===== src/rtl/calc_pkg.sv =====
// Shared keypad/calculator definitions: FSM states, command codes and the key map,
// used by both the keypad RTL and its bench so codes can never drift apart.
package calc_pkg;

  typedef enum logic [1:0] {
    ST_SCAN         = 2'd0,
    ST_DEBOUNCE     = 2'd1,
    ST_EMIT         = 2'd2,
    ST_WAIT_RELEASE = 2'd3
  } keypad_state_t;

  localparam logic [3:0] CMD_ADD  = 4'b1011;
  localparam logic [3:0] CMD_SUB  = 4'b1100;
  localparam logic [3:0] CMD_MUL  = 4'b1010;
  localparam logic [3:0] CMD_BACK = 4'b1101;
  localparam logic [3:0] CMD_EQ   = 4'b1110;
  localparam logic [3:0] CMD_IDLE = 4'b1111;

  // Unmapped position (row 3, column 3) returns CMD_IDLE, which the scanner ignores.
  function automatic logic [3:0] key_code(input logic [1:0] row, input logic [1:0] col);
    logic [3:0] code;
    case ({row, col})
      4'd0:    code = 4'd1;
      4'd1:    code = 4'd2;
      4'd2:    code = 4'd3;
      4'd3:    code = CMD_ADD;
      4'd4:    code = 4'd4;
      4'd5:    code = 4'd5;
      4'd6:    code = 4'd6;
      4'd7:    code = CMD_SUB;
      4'd8:    code = 4'd7;
      4'd9:    code = 4'd8;
      4'd10:   code = 4'd9;
      4'd11:   code = CMD_MUL;
      4'd12:   code = CMD_BACK;
      4'd13:   code = 4'd0;
      4'd14:   code = CMD_EQ;
      default: code = CMD_IDLE;
    endcase
    return code;
  endfunction

  function automatic logic [1:0] lowest_low_row(input logic [3:0] rows);
    logic [1:0] idx;
    if (!rows[0])      idx = 2'd0;
    else if (!rows[1]) idx = 2'd1;
    else if (!rows[2]) idx = 2'd2;
    else               idx = 2'd3;
    return idx;
  endfunction

  function automatic logic is_digit(input logic [3:0] code);
    return code <= 4'd9;
  endfunction

endpackage


===== src/rtl/calc_keypad_debounce.sv =====
// Stable-count comparator: counts consecutive cycles with match high and
// saturates at STABLE_CYCLES; any miss or clear restarts the count.
module keypad_debounce #(
  parameter int STABLE_CYCLES = 1000
) (
  input  logic clock,
  input  logic reset,
  input  logic clear,
  input  logic match,
  output logic stable
);

  localparam int CW = $clog2(STABLE_CYCLES + 1);
  localparam logic [CW-1:0] TARGET = CW'(STABLE_CYCLES);

  logic [CW-1:0] cnt_q;

  always_ff @(posedge clock) begin
    if (reset || clear || !match) begin
      cnt_q <= '0;
    end else if (cnt_q != TARGET) begin
      cnt_q <= cnt_q + CW'(1);
    end
  end

  assign stable = (cnt_q == TARGET);

endmodule


===== src/rtl/calc_keypad.sv =====
// 4x4 calculator keypad scanner: column scan, debounce, timed command pulse.
// Optional auto-repeat for held digit keys when KEYPAD_REPEAT_EN is defined.
module calc_keypad
  import calc_pkg::*;
#(
  parameter int SCAN_DIV        = 16,
  parameter int DEBOUNCE_CYCLES = 1000,
  parameter int CMD_HOLD_CYCLES = 10
`ifdef KEYPAD_REPEAT_EN
  ,
  parameter int REPEAT_CYCLES   = 50000
`endif
) (
  input  logic          clock,
  input  logic          reset,
  input  logic [3:0]    row_in,
  output logic [3:0]    col_out,
  output logic [3:0]    cmd,
  output logic          busy,
  output keypad_state_t state_dbg
);

  localparam int SW = $clog2(SCAN_DIV);
  localparam int HW = $clog2(CMD_HOLD_CYCLES + 1);
  localparam logic [SW-1:0] SCAN_LAST = SW'(SCAN_DIV - 1);
  localparam logic [HW-1:0] HOLD_LAST = HW'(CMD_HOLD_CYCLES - 1);

  keypad_state_t state_q, state_d;
  logic [1:0]    col_idx_q;
  logic [SW-1:0] scan_cnt_q;
  logic [HW-1:0] hold_cnt_q;
  logic [3:0]    cap_rows_q;
  logic [3:0]    cap_code_q;
  logic [3:0]    cmd_d;
  logic [3:0]    sample_code;
  logic          scan_last, hold_last;
  logic          db_clear, db_match, db_stable;
  logic          rep_fire;

  assign scan_last   = (scan_cnt_q == SCAN_LAST);
  assign hold_last   = (hold_cnt_q == HOLD_LAST);
  assign sample_code = key_code(lowest_low_row(row_in), col_idx_q);
  assign state_dbg   = state_q;

  // One comparator serves both waits: press stability, then full release.
  always_comb begin
    db_clear = 1'b1;
    db_match = 1'b0;
    case (state_q)
      ST_DEBOUNCE: begin
        db_clear = 1'b0;
        db_match = (row_in == cap_rows_q);
      end
      ST_WAIT_RELEASE: begin
        db_clear = 1'b0;
        db_match = (row_in == 4'hF);
      end
      default: ;
    endcase
  end

  keypad_debounce #(
    .STABLE_CYCLES(DEBOUNCE_CYCLES)
  ) u_debounce (
    .clock (clock),
    .reset (reset),
    .clear (db_clear),
    .match (db_match),
    .stable(db_stable)
  );

`ifdef KEYPAD_REPEAT_EN
  localparam int RW = $clog2(REPEAT_CYCLES + 1);
  localparam logic [RW-1:0] REP_TARGET = RW'(REPEAT_CYCLES);

  logic [RW-1:0] rep_cnt_q;

  always_ff @(posedge clock) begin
    if (reset || state_q != ST_WAIT_RELEASE || row_in != cap_rows_q) begin
      rep_cnt_q <= '0;
    end else if (rep_cnt_q != REP_TARGET) begin
      rep_cnt_q <= rep_cnt_q + RW'(1);
    end
  end

  assign rep_fire = (rep_cnt_q == REP_TARGET) && is_digit(cap_code_q);
`else
  assign rep_fire = 1'b0;
`endif

  always_ff @(posedge clock) begin
    if (reset) state_q <= ST_SCAN;
    else       state_q <= state_d;
  end

  always_comb begin
    state_d = state_q;
    case (state_q)
      ST_SCAN:
        if (scan_last && row_in != 4'hF && sample_code != CMD_IDLE) state_d = ST_DEBOUNCE;
      ST_DEBOUNCE:
        if (db_stable)      state_d = ST_EMIT;
        else if (!db_match) state_d = ST_SCAN;
      ST_EMIT:
        if (hold_last)      state_d = ST_WAIT_RELEASE;
      ST_WAIT_RELEASE:
        if (db_stable)      state_d = ST_SCAN;
        else if (rep_fire)  state_d = ST_EMIT;
      default:              state_d = ST_SCAN;
    endcase
  end

  // cmd is registered from the next state so it is valid exactly while in EMIT.
  always_comb begin
    busy    = (state_q != ST_SCAN);
    col_out = ~(4'b0001 << col_idx_q);
    cmd_d   = (state_d == ST_EMIT) ? cap_code_q : CMD_IDLE;
  end

  always_ff @(posedge clock) begin
    if (reset) cmd <= CMD_IDLE;
    else       cmd <= cmd_d;
  end

  // Column stays frozen once a key is captured; leaving any busy state moves on.
  always_ff @(posedge clock) begin
    if (reset) begin
      col_idx_q  <= '0;
      scan_cnt_q <= '0;
      cap_rows_q <= 4'hF;
      cap_code_q <= CMD_IDLE;
    end else if (state_q == ST_SCAN) begin
      if (scan_last) begin
        scan_cnt_q <= '0;
        if (state_d == ST_DEBOUNCE) begin
          cap_rows_q <= row_in;
          cap_code_q <= sample_code;
        end else begin
          col_idx_q <= col_idx_q + 2'd1;
        end
      end else begin
        scan_cnt_q <= scan_cnt_q + SW'(1);
      end
    end else if (state_d == ST_SCAN) begin
      col_idx_q <= col_idx_q + 2'd1;
    end
  end

  always_ff @(posedge clock) begin
    if (reset || state_q != ST_EMIT) begin
      hold_cnt_q <= '0;
    end else if (!hold_last) begin
      hold_cnt_q <= hold_cnt_q + HW'(1);
    end
  end

endmodule


===== config.mk =====
export PLATFORM = sky130hd
export DESIGN_NAME = calc_keypad
export DESIGN_NICKNAME = d
export VERILOG_FILES = /design/src/rtl/calc_pkg.sv /design/src/rtl/calc_keypad_debounce.sv /design/src/rtl/calc_keypad.sv
export SDC_FILE = /design/constraint.sdc
export NUM_CORES = 1
export LEC_CHECK = 0
export BUFFER_PORTS_ARGS = -buffer_cell sky130_fd_sc_hd__buf_4
export CAP_MARGIN = 30
export CORE_ASPECT_RATIO = 0.6
export CORE_MARGIN = 2
export CORE_UTILIZATION = 29
export DETAILED_ROUTE_END_ITERATION = 10
export GPL_ROUTABILITY_DRIVEN = 1
export GPL_TIMING_DRIVEN = 0
export HOLD_SLACK_MARGIN = 0.08
export MAX_ROUTING_LAYER = met4
export PLACE_DENSITY_LB_ADDON = 0.15
export SLEW_MARGIN = 10
export SYNTH_ARGS = -nofsm -noshare
export SYNTH_HDL_FRONTEND = slang
export SYNTH_SLANG_ARGS = --single-unit

===== constraint.sdc =====
create_clock -name clock -period 2.76 [get_ports clock]
set_input_delay 0.828 -clock clock [delete_from_list [all_inputs] [get_ports clock]]
set_output_delay 0.828 -clock clock [all_outputs]
set_load 0.02 [all_outputs]

==> flow_metrics.py, run 1 <==
metrics = {
    "die": {
        "rows": 22,
        "ios": 17,
        "start_util_pct": 29.75,
        "fp.dieW_microns": 105.8,
        "die_h_microns": 65.06,
        "core-area_sq_um": 6056,
        "dieArea_sq_um": 6880,
    },
    "sta": {
        "setup_tns_ns": 0,
        "setup_viol": 0,
        "skew_ns": 0.007180,
        "post-route-period-util_pct": 90.43,
        "max_slew_margin_pct": 66.24,
        "rsz0062_at_grt": "false",
        "whs_ns": 0.4409,
        "final-hold-violation-count": 0,
        "worstMarginPinSlew_ns": 0.5047,
        "setup_ws_ns": 0.2641,
        "max_freq_mhz": 400.7,
        "drv_slew": 0,
        "min_period_ns": 2.496,
    },
    "synth": {
        "synth_top_family_by_area": "simple AND/OR/NAND/NOR gates",
        "synthMuxAreaShare_pct": 6.806,
        "synthAdderAreaFrac_pct": 6.944,
        "synth_edf_count": 0,
        "synthSimpleGateAreaFrac_pct": 24.24,
        "synth_warnings": 0,
        "synthTopCellsByCount": "dfxtp_1 (34), nor2_1 (27), nand2_1 (23)",
        "synth_xor_area_share_pct": 8.750,
        "ys_ff_latch": 34,
        "syn-num-nets": 225,
        "yosysMostFrequentCell": "dfxtp_1",
        "syn-instance-count": 209,
        "synth_area_sq_um": 1802,
        "ys.flop_type": "dfxtp_1",
        "yosysTopAreaCellShare_pct": 37.78,
        "synth_cell_types": 43,
        "yosysTopAreaCell": "dfxtp_1",
        "yosys-top-cells-area": "dfxtp_1 (38%), ha_1 (6.9%), nor2_1 (5.6%)",
        "avgSynthCellArea_sq_um": 8.621,
        "synth_compound_area_share_pct": 10.21,
        "synth-async-reset-ratio_pct": 0,
        "seq_area_frac_synth_pct": 37.78,
    },
    "route": {
        "drtPass1Iterations": 4,
        "drtIter0Drc": 36,
        "vias": 1394,
        "wl_per_cell_microns": 11.43,
        "drc": 0,
        "ant_nets": 0,
        "via_per_inst": 4.425,
        "wl_mm": 3.599,
    },
    "power_and_ir_drop": {
        "pwr_density_cell_nw_per_um2": 440.4,
        "total_power_mw": 0.9263,
        "p_leak_nw": 0.7827,
        "ir_worst_vdd_v": 0.0001576,
    },
    "grt": {
        "grt_max_degree": 11,
        "grt_pass1_vias": 1285,
        "grt_first_pass_wirelength_mm": 6.272,
        "antenna_found_initial": 0,
        "grt-ovfl-total": 0,
        "track_usage_pct": 11.93,
    },
    "run": {
        "maxCapViolCount": 0,
    },
    "setup_path": {
        "r2r-start": "col_idx_q[0]",
        "cpPeakStageDelay_ns": 0.36,
        "cp-startpoint": "state_dbg[1]",
        "worst_setup_path_end_kind": "primary output",
        "path_class": "flop to primary output",
        "cp_slowest_cell": "dfxtp_1",
        "cp.required_ns": 1.93,
        "cp_max_fo": 10,
        "arrival_ns": 1.67,
        "cp-start-kind": "flop",
        "crit_chain": "buf_2 > nor2_1 > inv_1 > buf_4",
        "cp_num_buf_inv": 3,
        "critical-path-top-delay-family": "buffers and inverters",
    },
    "placed_design": {
        "gp_congestion": 0.7095,
        "post-place-ws_ns": 0.1001,
        "hpwl_mm": 2.700,
        "dp_cells": 307,
        "io_buffer_count": 14,
    },
    "cts": {
        "cts_sinks": 34,
        "cts-root-buf": "clkbuf_8",
        "hold_buffers": 0,
        "cts-htree-levels": 2,
        "clk_path_buf_depth": 2,
        "postCtsSetupRepairBufs": 0,
        "insertion_delay_ns": 0.28,
        "cts_tree": "built",
        "clk_pin_slew_worst_paths_ns": 0.08,
        "cts_inserted_buffers": 5,
        "cts_resized": 0,
    },
    "worst_hold_path": {
        "hold_start": "cap_code_q[2]",
        "holdCritPathClass": "flop to flop",
    },
    "final_layout": {
        "drive_above_1_share_pct": 17.32,
        "instances_no_fill": 315,
        "nets": 246,
        "area_growth_pct": 16.74,
        "diodes": 0,
    },
    "outcome": {
        "outcome": "finished, final reports clean",
    },
}
[layout make-up]
type | count | area, sq um
Clock inverter | 1 | 5.005
Clock buffer | 7 | 86.33
Timing Repair Buffer | 14 | 105.1
Multi-Input combinational cell | 154 | 1026
Fill cell | 662 | 3953
Buffer | 9 | 50.05
Tap cell | 84 | 105.1
Inverter | 12 | 45.04
Sequential cell | 34 | 680.7
[state kept, by name, indices dropped and copies added, names as in the netlist]
| name | count |
|---|---|
| col_idx_q | 2 |
| scan_cnt_q | 4 |
| cap_rows_q | 4 |
| cmd | 4 |
| u_debounce.cnt_q | 10 |
| state_dbg | 2 |
| cap_code_q | 4 |
| hold_cnt_q | 4 |
[metrics by stage]
stage / utilization, % / cell area (sq um)
5_1_grt: 34.73 / 2103
6_report: 34.73 / 2103
3_5_place_dp: 33.22 / 2012
3_3_place_gp: 33.22 / 2012
2_1_floorplan: - / 1802
4_1_cts: 34.73 / 2103
[path summary, 6_finish.rpt]
check,end,slack (ns),cells after the start
min reg2reg,cmd[2],0.44,1
max reg2reg,cap_code_q[1],0.30,8
max,busy,0.26,4
min,cmd[2],0.44,1
[power breakdown]
part           switching (mW)  internal (mW)  leakage [nW]  total (mW)
Clock                   0.182          0.201        0.0482       0.383
Combinational          0.0239         0.0210         0.460      0.0449
Sequential            0.00382          0.494         0.275       0.498
Total                   0.210          0.717         0.783       0.926
[metal layers]
layer	global-route usage (%)	up-vias	wire (microns)
li1	-	749	-
met1	18.08	627	2192
met2	14.84	16	1274
met3	3.622	2	107
met4	2.961	0	24
met5	-	-	0
[cells by family after synthesis]
kind of cell / Yosys count
AO/OA/AOI/OAI: 27
XOR/XNOR: 18
adder cells (fa/ha/maj): 10
buffers and inverters: 21
flip-flops: 34
multiplexers: 12
AND/OR/NAND/NOR: 87
[cell usage in the layout (no fill, tap or decap), drive strengths merged, types with 2 or more instances in the layout]
| cell type | count |
|---|---|
| or2 | 6 |
| nand4 | 2 |
| clkbuf | 10 |
| nand3 | 8 |
| buf | 20 |
| nand2 | 23 |
| xor2 | 7 |
| nand3b | 3 |
| o21ai | 6 |
| a21oi | 9 |
| dfxtp | 34 |
| a211oi | 2 |
| and4 | 2 |
| inv | 12 |
| nor2 | 27 |
| mux2 | 2 |
| mux2i | 10 |
| ha | 10 |
| nor3 | 4 |
| and3 | 3 |
| xnor2 | 11 |
| a31oi | 2 |
| nand2b | 3 |
(Power assumes the default switching activity.)
==> run 2, diff against run 1 <==
==> constraint.sdc (replaced) <==
create_clock -name clock -period 2.44 [get_ports clock]
set_input_delay 0.732 -clock clock [delete_from_list [all_inputs] [get_ports clock]]
set_output_delay 0.732 -clock clock [all_outputs]
set_load 0.02 [all_outputs]
==> flow_metrics.py, run 2 (synthesized netlist as in run 1, its figures left out) <==
metrics = {
    "placed_design": {
        "dp_cells": 307,
        "gp_congestion": 0.7095,
        "io_buffer_count": 14,
        "post-place-ws_ns": -0.1239,
        "placed_cell_area_sq_um": 2012,
        "hpwl_mm": 2.700,
    },
    "grt": {
        "grt_pass1_vias": 1291,
        "grt-ovfl-total": 0,
        "grt_first_pass_wirelength_mm": 6.299,
        "antenna_found_initial": 0,
        "grt_max_degree": 11,
        "track_usage_pct": 12.02,
    },
    "route": {
        "via_per_inst": 4.448,
        "topRoutingLayerUsed": "met4",
        "met3WireLength_microns": 118,
        "drt-met1-wl_mm": 2.205,
        "vias": 1410,
        "drc": 0,
        "ant_nets": 0,
        "wl_per_cell_microns": 11.48,
        "drtPass1Iterations": 4,
        "wl_mm": 3.638,
        "drtIter0Drc": 36,
        "wl_met2_mm": 1.290,
    },
    "power_and_ir_drop": {
        "p_leak_nw": 0.7996,
        "clkPwrFrac_pct": 41.5,
        "pwr_density_cell_nw_per_um2": 489.4,
        "p_sw_share_pct": 22.76,
        "internal-power_mw": 0.8106,
        "share_comb_of_total_power_pct": 4.9,
        "power_switching_mw": 0.2389,
        "ir_worst_vdd_v": 0.0001799,
        "seqPwrFrac_pct": 53.7,
    },
    "final_layout": {
        "largest_reg_flops": 10,
        "layout_commonest_cell": "dfxtp_1",
        "nets": 248,
        "design_area_sq_um": 2145,
        "max_flop_register": "u_debounce.cnt_q",
        "fill_cells": 652,
        "final_cell_mix": "dfxtp_1 (32), nor2_1 (26), nand2_1 (23)",
        "area_growth_pct": 19.03,
        "instances_no_fill": 317,
        "drive_above_1_share_pct": 19.31,
        "diodes": 0,
    },
    "cts": {
        "clk_path_buf_depth": 2,
        "hold_buffers": 0,
        "cts-htree-levels": 2,
        "cts-root-buf": "clkbuf_8",
        "clk_pin_slew_worst_paths_ns": 0.07,
        "insertion_delay_ns": 0.28,
        "cts_inserted_buffers": 5,
        "cts_sinks": 34,
        "cts_tree": "built",
    },
    "die": {
        "core-area_sq_um": 6056,
        "ios": 17,
        "dieArea_sq_um": 6880,
        "start_util_pct": 29.75,
        "fp.dieW_microns": 105.8,
        "die_h_microns": 65.06,
        "rows": 22,
    },
    "sta": {
        "max_freq_mhz": 433.6,
        "final-hold-violation-count": 0,
        "drv_slew": 0,
        "whs_ns": 0.4410,
        "skew_ns": 0.006144,
        "rsz0062_at_grt": "false",
        "setup_viol": 0,
        "post-route-period-util_pct": 94.52,
        "setup_ws_ns": 0.1336,
        "setup_tns_ns": 0,
        "worstMarginPinSlew_ns": 0.4477,
        "max_slew_margin_pct": 70.15,
        "min_period_ns": 2.306,
    },
    "setup_path": {
        "reg2reg_slack_ns": 0.13,
        "path_class": "flop to flop",
        "worst_setup_path_end_kind": "flop",
        "cp.required_ns": 2.61,
        "cp-startpoint": "col_idx_q[0]",
        "cp-start-kind": "flop",
        "r2r-start": "col_idx_q[0]",
        "cp_max_fo": 7,
        "arrival_ns": 2.48,
    },
    "run": {
        "maxCapViolCount": 0,
    },
    "worst_hold_path": {
        "hold_start": "cap_code_q[2]",
        "holdCritPathClass": "flop to flop",
    },
    "outcome": {
        "outcome": "finished, final reports clean",
    },
}
## run 2: cell type report
cell class | instances | area (sq um) | area share, %
plain buffers | 9 | 50.05 | 2.334
repair buffers | 16 | 132.6 | 6.184
inverters | 12 | 45.04 | 2.100
clock buffers | 7 | 86.33 | 4.026
multi-input cells | 154 | 1037 | 48.37
flip-flops and latches | 34 | 683.2 | 31.86
well taps | 84 | 105.1 | 4.901
clock inverters | 1 | 5.005 | 0.2334
## run 2: path summary, 6_finish.rpt
kind,end,cells after the start
worst max-delay path,col_idx_q[0],8
worst max register to register,col_idx_q[0],8
worst min-delay path,cmd[2],1
worst min register to register,cmd[2],1
## run 2: power by group through the flow
stage,combinational [mW],clock [mW],sequential (mW)
detailed placement,0.0513,0,0.576
global placement,0.0512,0,0.576
finish,0.0509,0.435,0.563
CTS,0.0515,0.447,0.563
floorplan,0.0377,0,0.575
global route,0.0589,0.468,0.564
## run 2: repair_timing
item	CTS	global route
buffers inserted	2	0
pin swaps	1	0
setup endpoints to repair	3	2
resized for setup	0	4
## run 2: worst max-delay path, stage by stage, from the launching register on
cell and delay [ns]:
dfxtp_2 0.40, inv_1 0.12, ha_1 0.36, mux2i_1 0.09
o221a_2 0.27, o2111a_2 0.19, nand3b_1 0.20, a31oi_4 0.22
mux2_2 0.35
## run 2: layer usage
metal / vias up / GRT usage (%)
li1: 754 / -
met1: 636 / 18.20
met2: 18 / 15.00
met3: 2 / 3.622
met4: 0 / 2.961
met5: - / -
## run 2: metrics by stage
| stage | total power [mW] | util [%] |
|---|---|---|
| global placement | 0.6274 | 33.22 |
| global route | 1.091 | 35.41 |
| detailed placement | 0.6273 | 33.22 |
| floorplan | 0.6131 | - |
| CTS | 1.062 | 35.19 |
| finish | 1.050 | 35.41 |
==> run 3, diff against run 2 <==
--- a/config.mk
+++ b/config.mk
@@ -5,6 +5,7 @@
 export SDC_FILE = /design/constraint.sdc
 export NUM_CORES = 1
 export LEC_CHECK = 0
+export ABC_AREA = 1
 export BUFFER_PORTS_ARGS = -buffer_cell sky130_fd_sc_hd__buf_4
 export CAP_MARGIN = 30
 export CORE_ASPECT_RATIO = 0.6
==> flow_metrics.py, run 3 <==
metrics = {
    "placed_design": {
        "io_buffer_count": 16,
        "hpwl_mm": 2.984,
        "dp_cells": 347,
        "placed_cell_area_sq_um": 2033,
        "gp_congestion": 0.7680,
    },
    "setup_path": {
        "cpPeakStageDelay_ns": 0.41,
        "arrival_ns": 1.38,
        "cp.required_ns": 1.71,
        "path_class": "flop to primary output",
        "crit_chain": "nor2_2 > inv_1 > buf_4",
        "cp_max_fo": 10,
        "cp_slowest_cell": "nor2_2",
        "cp_num_buf_inv": 2,
        "cp-start-kind": "flop",
        "critical-path-top-delay-family": "simple AND/OR/NAND/NOR gates",
        "worst_setup_path_end_kind": "primary output",
    },
    "sta": {
        "max_freq_mhz": 473.2,
        "final-hold-violation-count": 0,
        "skew_ns": 0.009178,
        "rsz0062_at_grt": "false",
        "setup_viol": 0,
        "setup_tns_ns": 0,
        "drv_slew": 0,
        "max_slew_margin_pct": 58.63,
        "worstMarginPinSlew_ns": 0.6158,
        "min_period_ns": 2.113,
        "post-route-period-util_pct": 86.60,
    },
    "final_layout": {
        "area_growth_pct": 17.51,
        "instances_no_fill": 355,
        "max_flop_register": "u_debounce.cnt_q",
        "nets": 286,
        "largest_reg_flops": 10,
        "layout_commonest_cell": "nand2_1",
        "diodes": 0,
        "final_util_pct": 35.08,
        "design_area_sq_um": 2125,
        "drive_above_1_share_pct": 16.97,
        "final_cell_mix": "nand2_1 (51), inv_1 (35), dfxtp_1 (34)",
    },
    "power_and_ir_drop": {
        "internal-power_mw": 0.8050,
        "p_sw_share_pct": 22.42,
        "power_switching_mw": 0.2326,
        "p_leak_nw": 0.9154,
        "clkPwrFrac_pct": 41.2,
        "seqPwrFrac_pct": 54.3,
        "pwr_density_cell_nw_per_um2": 488.4,
        "total_power_mw": 1.038,
        "ir_worst_vdd_v": 0.0001792,
        "share_comb_of_total_power_pct": 4.5,
    },
    "synth": {
        "synthMuxAreaShare_pct": 0,
        "synth_top_family_by_area": "simple AND/OR/NAND/NOR gates",
        "yosys-top-cells-area": "dfxtp_1 (38%), nand2_1 (11%), inv_1 (7.3%)",
        "ys_ff_latch": 34,
        "yosysMostFrequentCell": "nand2_1",
        "yosysTopAreaCellShare_pct": 37.65,
        "synthTopCellsByCount": "nand2_1 (51), inv_1 (35), dfxtp_1 (34)",
        "synth_area_sq_um": 1808,
        "synth_edf_count": 0,
        "synth-async-reset-ratio_pct": 0,
        "synth_compound_area_share_pct": 11.56,
        "seq_area_frac_synth_pct": 37.65,
        "avgSynthCellArea_sq_um": 7.320,
        "yosysTopAreaCell": "dfxtp_1",
        "synth_xor_area_share_pct": 1.453,
        "synth_cell_types": 31,
        "ys.flop_type": "dfxtp_1",
        "syn-num-nets": 263,
        "syn-instance-count": 247,
        "synthSimpleGateAreaFrac_pct": 33.08,
        "synthAdderAreaFrac_pct": 6.920,
        "synth_warnings": 0,
    },
    "die": {
        "die_h_microns": 65.16,
        "core-area_sq_um": 6056,
        "fp.dieW_microns": 105.9,
        "ios": 17,
        "dieArea_sq_um": 6903,
        "start_util_pct": 29.86,
        "rows": 22,
    },
    "grt": {
        "antenna_found_initial": 0,
        "grt_first_pass_wirelength_mm": 6.727,
        "grt-ovfl-total": 0,
        "grt_max_degree": 11,
        "track_usage_pct": 12.75,
        "grt_pass1_vias": 1394,
    },
    "route": {
        "vias": 1545,
        "drtIter0Drc": 37,
        "via_per_inst": 4.352,
        "wl_mm": 3.933,
        "wl_per_cell_microns": 11.08,
        "drc": 0,
        "drtPass1Iterations": 4,
        "ant_nets": 0,
    },
    "cts": {
        "cts_resized": 0,
        "cts_inserted_buffers": 5,
        "hold_buffers": 0,
        "insertion_delay_ns": 0.28,
        "cts_tree": "built",
        "postCtsSetupRepairBufs": 0,
        "cts-htree-levels": 2,
        "clk_path_buf_depth": 2,
        "cts_sinks": 34,
        "clk_pin_slew_worst_paths_ns": 0.07,
        "cts-root-buf": "clkbuf_8",
    },
    "run": {
        "maxCapViolCount": 0,
    },
    "outcome": {
        "outcome": "finished, final reports clean",
    },
    "worst_hold_path": {
        "holdCritPathClass": "flop to flop",
    },
}
run 3: cell count changes after synthesis, moves of 8 or more:
cell	change
xnor2_1	-8
mux2i_1	-10
nor2_1	-10
nand2_1	+28
inv_1	+23
nand2_2	+9
nand3_1	+14
a21oi_1	+10
run 3: final cells by class:
| type | instances | area [sq um] |
|---|---|---|
| inverters | 38 | 143.9 |
| plain buffers | 2 | 25.02 |
| clock buffers | 7 | 86.33 |
| multi-input cells | 173 | 958.4 |
| clock inverters | 1 | 5.005 |
| flip-flops and latches | 34 | 680.7 |
| well taps | 84 | 105.1 |
| repair buffers | 16 | 120.1 |
| fillers | 654 | 3931 |
run 3: layer usage:
metal  vias to the layer above  track usage [%]  wire [microns]
li1                        848                -               -
met3                         4            3.571             173
met5                         -                -               0
met2                        26            16.45            1382
met1                       667            18.98            2338
met4                         0            3.454              38
run 3: power groups by stage:
stage,Combinational (mW),Clock [mW],Sequential (mW)
after floorplan,0.0277,0,0.575
after global placement,0.0478,0,0.576
after detailed placement,0.0475,0,0.576
after CTS,0.0475,0.446,0.563
after global routing,0.0534,0.473,0.564
final,0.0468,0.427,0.563
run 3: cell families (layout without fill, tap and decap cells):
kind of cell,Yosys count,count (layout)
flops,34,34
fa+ha+maj,10,10
compound gates,36,36
simple gates,124,124
xor+xnor,3,3
buf+inv,40,64
run 3: worst paths after layout:
| check | startpoint | to | slack, ns | depth (start not counted) |
|---|---|---|---|---|
| setup reg to reg | col_idx_q[0] | cap_rows_q[2] | 0.38 | 13 |
| hold / removal | cap_code_q[0] | cmd[0] | 0.44 | 1 |
| setup / recovery | state_dbg[1] | busy | 0.33 | 3 |
| hold reg to reg | cap_code_q[0] | cmd[0] | 0.44 | 1 |
run 3: per-stage QoR:
| stage | setup slack [ns] | hold WS, ns |
|---|---|---|
| after floorplan | 0.6537 | 0.4154 |
| after global placement | 0.2665 | 0.4317 |
| after detailed placement | 0.2817 | 0.4241 |
| after CTS | 0.3211 | 0.4471 |
| after global routing | 0.1979 | 0.4733 |
| final | 0.3269 | 0.4416 |
